$ cat config.mk
export PLATFORM = sky130hd
export DESIGN_NAME = hazard_forward_ctrl
export DESIGN_NICKNAME = d
export VERILOG_FILES = /design/src/rtl/hazard_forward_ctrl.sv
export SDC_FILE = /design/constraint.sdc
export NUM_CORES = 1
export LEC_CHECK = 0
export BUFFER_PORTS_ARGS = -buffer_cell sky130_fd_sc_hd__buf_2
export CAP_MARGIN = 20
export CORE_MARGIN = 2
export CORE_UTILIZATION = 45
export DETAILED_ROUTE_END_ITERATION = 7
export HOLD_SLACK_MARGIN = 0.1
export PLACE_DENSITY = 0.78
export RECOVER_POWER = 25
export SYNTH_ARGS = -nofsm -noshare
export SYNTH_HDL_FRONTEND = slang
export SYNTH_SLANG_ARGS = --single-unit
export TNS_END_PERCENT = 10
$ cat constraint.sdc
create_clock -name clk -period 2 [get_ports clk]
set_input_delay 0.2 -clock clk [delete_from_list [all_inputs] [get_ports clk]]
set_output_delay 0.2 -clock clk [all_outputs]
set_load 0.005 [all_outputs]
$ cat src/rtl/hazard_forward_ctrl.sv
// rtl/hazard_forward_ctrl.sv - forwarding, load-use and multiply-stall control for the 5-stage pipeline
// Ports:
//   clk, rst                 clock (rising edge), asynchronous active-high reset
//   ex_mem_regwrite/rd       writeback info of the EX/MEM instruction
//   mem_wb_regwrite/rd       writeback info of the MEM/WB instruction
//   id_ex_src/memread/rd/mul operands and type of the instruction in EX
//   if_id_src/src_used       operands of the instruction in ID
//   forward_sel              per-operand select: 10 EX/MEM, 01 MEM/WB, 00 register file
//   stall_pc, stall_if_id    hold PC and IF/ID
//   flush_id_ex              insert a bubble into ID/EX
//   ex_hold, mul_busy        multiply in progress / FSM in BUSY
//   stall_cycles             saturating count of cycles with stall_pc=1
module hazard_forward_ctrl #(
   parameter int REG_AW    = 5,
   parameter int NUM_SRC   = 2,
   parameter int MUL_STALL = 4,
   parameter int CNT_W     = 16
) (
   input  logic                      clk,
   input  logic                      rst,
   input  logic                      ex_mem_regwrite,
   input  logic [REG_AW-1:0]         ex_mem_rd,
   input  logic                      mem_wb_regwrite,
   input  logic [REG_AW-1:0]         mem_wb_rd,
   input  logic [NUM_SRC*REG_AW-1:0] id_ex_src,
   input  logic                      id_ex_memread,
   input  logic [REG_AW-1:0]         id_ex_rd,
   input  logic                      id_ex_mul,
   input  logic [NUM_SRC*REG_AW-1:0] if_id_src,
   input  logic [NUM_SRC-1:0]        if_id_src_used,
   output logic [2*NUM_SRC-1:0]      forward_sel,
   output logic                      stall_pc,
   output logic                      stall_if_id,
   output logic                      flush_id_ex,
   output logic                      ex_hold,
   output logic                      mul_busy,
   output logic [CNT_W-1:0]          stall_cycles
);

   localparam int CW = (MUL_STALL > 2) ? $clog2(MUL_STALL - 1) : 1;

   typedef enum logic {
      IDLE = 1'b0,
      BUSY = 1'b1
   } state_t;

   state_t        state, state_next;
   logic [CW-1:0] cnt, cnt_next;
   logic          done, done_next;
   logic          mstart;
   logic          lu;

   // EX/MEM is tested first so a younger result always wins over MEM/WB.
   always_comb begin
      forward_sel = '0;
      for (int i = 0; i < NUM_SRC; i++) begin
         if (ex_mem_regwrite && (ex_mem_rd != '0) &&
             (ex_mem_rd == id_ex_src[i*REG_AW +: REG_AW]))
            forward_sel[2*i +: 2] = 2'b10;
         else if (mem_wb_regwrite && (mem_wb_rd != '0) &&
                  (mem_wb_rd == id_ex_src[i*REG_AW +: REG_AW]))
            forward_sel[2*i +: 2] = 2'b01;
      end
   end

   always_comb begin
      lu = 1'b0;
      for (int i = 0; i < NUM_SRC; i++) begin
         if (if_id_src_used[i] && (if_id_src[i*REG_AW +: REG_AW] == id_ex_rd))
            lu = 1'b1;
      end
      if (!id_ex_memread || (id_ex_rd == '0))
         lu = 1'b0;
   end

   // done blocks a restart in the cycle the finished multiply is still in EX.
   // rst gates mstart so no stall is requested while the controller is held in reset.
   assign mstart = (state == IDLE) && id_ex_mul && !done && !rst;

   always_ff @(posedge clk or posedge rst) begin
      if (rst) begin
         state <= IDLE;
         cnt   <= '0;
         done  <= 1'b0;
      end else begin
         state <= state_next;
         cnt   <= cnt_next;
         done  <= done_next;
      end
   end

   always_comb begin
      state_next = state;
      cnt_next   = cnt;
      done_next  = done;
      case (state)
         IDLE: begin
            if (mstart) begin
               state_next = BUSY;
               cnt_next   = CW'(MUL_STALL - 2);
            end else begin
               done_next = 1'b0;
            end
         end
         BUSY: begin
            if (cnt == '0) begin
               state_next = IDLE;
               done_next  = 1'b1;
            end else begin
               cnt_next = cnt - CW'(1);
            end
         end
      endcase
   end

   assign mul_busy    = (state == BUSY);
   assign ex_hold     = mstart || mul_busy;
   assign stall_pc    = ex_hold || lu;
   assign stall_if_id = stall_pc;
   // A held instruction must stay in ID/EX; the hazard is re-checked once the hold drops.
   assign flush_id_ex = lu && !ex_hold;

   always_ff @(posedge clk or posedge rst) begin
      if (rst)
         stall_cycles <= '0;
      else if (stall_pc && (stall_cycles != '1))
         stall_cycles <= stall_cycles + CNT_W'(1);
   end

endmodule

==> summary.txt <==
Status
  • Outcome: completed

Critical path
  • Crit path largest cell delay: ~0.50 ns
  • Crit-path max FO: 3
  • Critical-path cell list: buf_2, or4_1, o21ai_0, nor4_1, nor4_1, buf_2
  • Startpoint types: input port
  • Slowest-stage cell, CP: or4_1
  • CP Capture Type: primary output
  • Critical path class: in2out
  • Worst EP arrival: around 1.6 ns
  • Required @ worst endpoint: roughly 1.8 ns

Route
  • Via count: about 1,300
  • Routed Antenna Nets: 0
  • Vias per cell: between 5 and 6
  • Final wirelength: ~3200 um
  • DR WL/cell: 12.4 um
  • Iter 0 DRT Violations: 48
  • First-pass DRT Iterations: 6
  • DRC viols: 0

Run
  • Max Cap Violations: 0

Power and ir drop
  • Switching share of power: 0.370
  • Part of the power in registers: 0.438
  • Peak VDD IR: around 0.0006 V
  • Total power: 0.00146 W
  • Int Power: ~0.00092 W
  • P_sw: approximately 0.00054 W
  • Pleak: roughly 0.85 nW
  • Power Density: about 800 nW/um2
  • Comb pwr share: 0.437
  • Clock share of power: 0.125

Synth
  • Top cells by area, synth: dfrtp_1 (35%), xor2_1 (16%), xnor2_1 (11%)
  • Main flop type after synthesis: dfrtp_1
  • Syn Inst Count: 144
  • Commonest cells post-synth: xor2_1 (25), dfrtp_1 (20), xnor2_1 (17)
  • Synth Register Bits: 20
  • Synth Cell Area: about 1400 um2
  • Seq/Total Area, Yosys: 0.354
  • Syn_area_per_cell: 9.81 um2
  • Post-synth EDFFs: 0
  • Net Count, Synth: between 150 and 200
  • Top-area cell type share of the netlist area: 0.354
  • Cell variety after synth: 33
  • Leading area contributor after synthesis: dfrtp_1
  • YS warnings: 0
  • Share of synthesized registers carrying an async set or reset: 1.00
  • Most frequent cell after synthesis: xor2_1

Placement
  • GP Congestion: between 0.7 and 0.8
  • Pre-CTS WS: about 0.11 ns
  • Final HPWL DP: 2630 um
  • Port Buf Inserts: 67

STA
  • RSZ-0062 raised after global routing: false
  • Setup ws final: ~0.19 ns
  • Setup TNS: 0 ns
  • Final worst-path cycle share: 0.907
  • Worst slew margin: 0.509
  • Setup-failing EPs final: 0
  • Fin. max-slew vios: 0
  • Fin Hold WS: roughly 0.26 ns
  • Skew final: 0.00436 ns
  • Count of final hold-check violations: 0
  • Slew @ Worst Pin: 0.735 ns
  • Max Fclk: about 0.55 GHz
  • Min cycle time layout: 1.81 ns

CTS
  • Num Clock Sinks: 20
  • CTS Buf Count: 3
  • Postcts setup bufs: 0
  • Reg clk slew, reported paths: 0.10 ns
  • Clock Tree Buf Depth: 2
  • Worst skew pair latency: approximately 0.30 ns
  • H-tree lvl count: 1
  • Clock Root Buffer: clkbuf_4
  • CTS tree: built

Floorplan
  • Row cnt: 20
  • Chip height: around 60 um
  • Die width: 60.0 um
  • Die area: ~3600 um2
  • Initial Util: 0.467
  • I/O pin total: between 60 and 70
  • Core area: between 3000 and 4000 um2

Min path
  • HP Class: in2reg

Cells and area
  • Final core occ: 0.602
  • Multi-input logic area: between 800 and 900 um2
  • Layout cells sized above 1: 0.349
  • Register area: around 500 um2
  • Fillers: 280
  • N_diodes: 0
  • Layout Area Growth over Synthesis: 29.1%
  • Fin nets: around 260

GRT
  • All-layer global routing usage: 0.178
  • Grt ovf: 0
  • First-pass GRT wire length: roughly 5000 um
  • Vias in the first global route: 1,219
  • Largest net degree at the start of global routing: 21
  • Initial antenna violation count: 0
## cell families (layout without fill, tap and decap cells)
logic type                 Yosys count  in the layout  share of synthesized area
muxes                                5              5                     0.0390
buffers and inverters                7             78                     0.0266
AOI/OAI and AO/OA                    8              8                     0.0478
DFF                                 20             20                      0.354
and+or+nand+nor                     60             60                      0.254
adders and majority gates            2              2                     0.0177
xor gates and xnor gates            42             42                      0.260
## layout by cell type (no fill, tap or decap), drive strengths merged, types with 2 or more instances in the layout
cell	instances
and2	3
and3	2
buf	62
clkbuf	10
dfrtp	20
ha	2
inv	5
mux2	4
nand2	13
nand2b	3
nand3	10
nand4	5
nor2	3
nor3	2
nor3b	2
nor4	7
o21ai	4
or4	5
xnor2	17
xor2	25
## layer usage
layer | track usage | part of all wire
met1 | 0.206 | 0.41
met2 | 0.325 | 0.48
met3 | 0.0281 | 0.090
met4 | 0.0730 | 0.016
met5 | 0 | 0
## registers in the layout, summed over array words and instances, names as in the netlist
register      cells
cnt               2
done              1
mul_busy          1
stall_cycles     16
## critical path: cells and delay by family
family,cells,cell delay [ns]
compound gates,1,0.22
buf+inv,2,0.29
simple gates,3,0.91
## final cells by class
class                      instances  area share
tap                               44      0.0302
multi-input combinational        117       0.480
inverter                           5      0.0103
timing repair buffer              70       0.193
sequential                        20       0.275
clock buffer                       3      0.0124
## worst paths after layout
check                                            start                            to  slack (ns)  cells after the start
max                                       ex_mem_rd[1]                forward_sel[2]        0.19                      6
min                                          id_ex_mul            mul_busy$_DFF_PP0_        0.26                      3
max reg2reg                stall_cycles[9]$_DFFE_PP0P_  stall_cycles[15]$_DFFE_PP0P_        0.27                      6
min reg2reg                         cnt[0]$_DFFE_PP0P_            cnt[0]$_DFFE_PP0P_        0.49                      1
max in group asynchronous                          rst   stall_cycles[4]$_DFFE_PP0P_        0.95                      3
min in group asynchronous                          rst              done$_DFFE_PP0N_        0.58                      3
## through the flow
stage          std cells  area, um2
2_1_floorplan        144       1410
3_3_place_gp         255       1800
3_5_place_dp         255       1800
4_1_cts              259       1830
5_1_grt              259       1820
6_report             259       1820
## power by group through the flow
stage / Sequential (W) / Clock (W) / Combinational, W
final: 0.000641 / 0.000183 / 0.000639
after detailed placement: 0.000648 / 0 / 0.000660
after global placement: 0.000643 / 0 / 0.000642
after floorplan: 0.000637 / 0 / 0.000425
after CTS: 0.000640 / 0.000194 / 0.000665
after global routing: 0.000660 / 0.000207 / 0.000713
## what timing repair did
item                      CTS  global route
resized for setup           0             0
hold buffers                1             0
hold endpoints to repair   20             0
(Power assumes the default switching activity.)
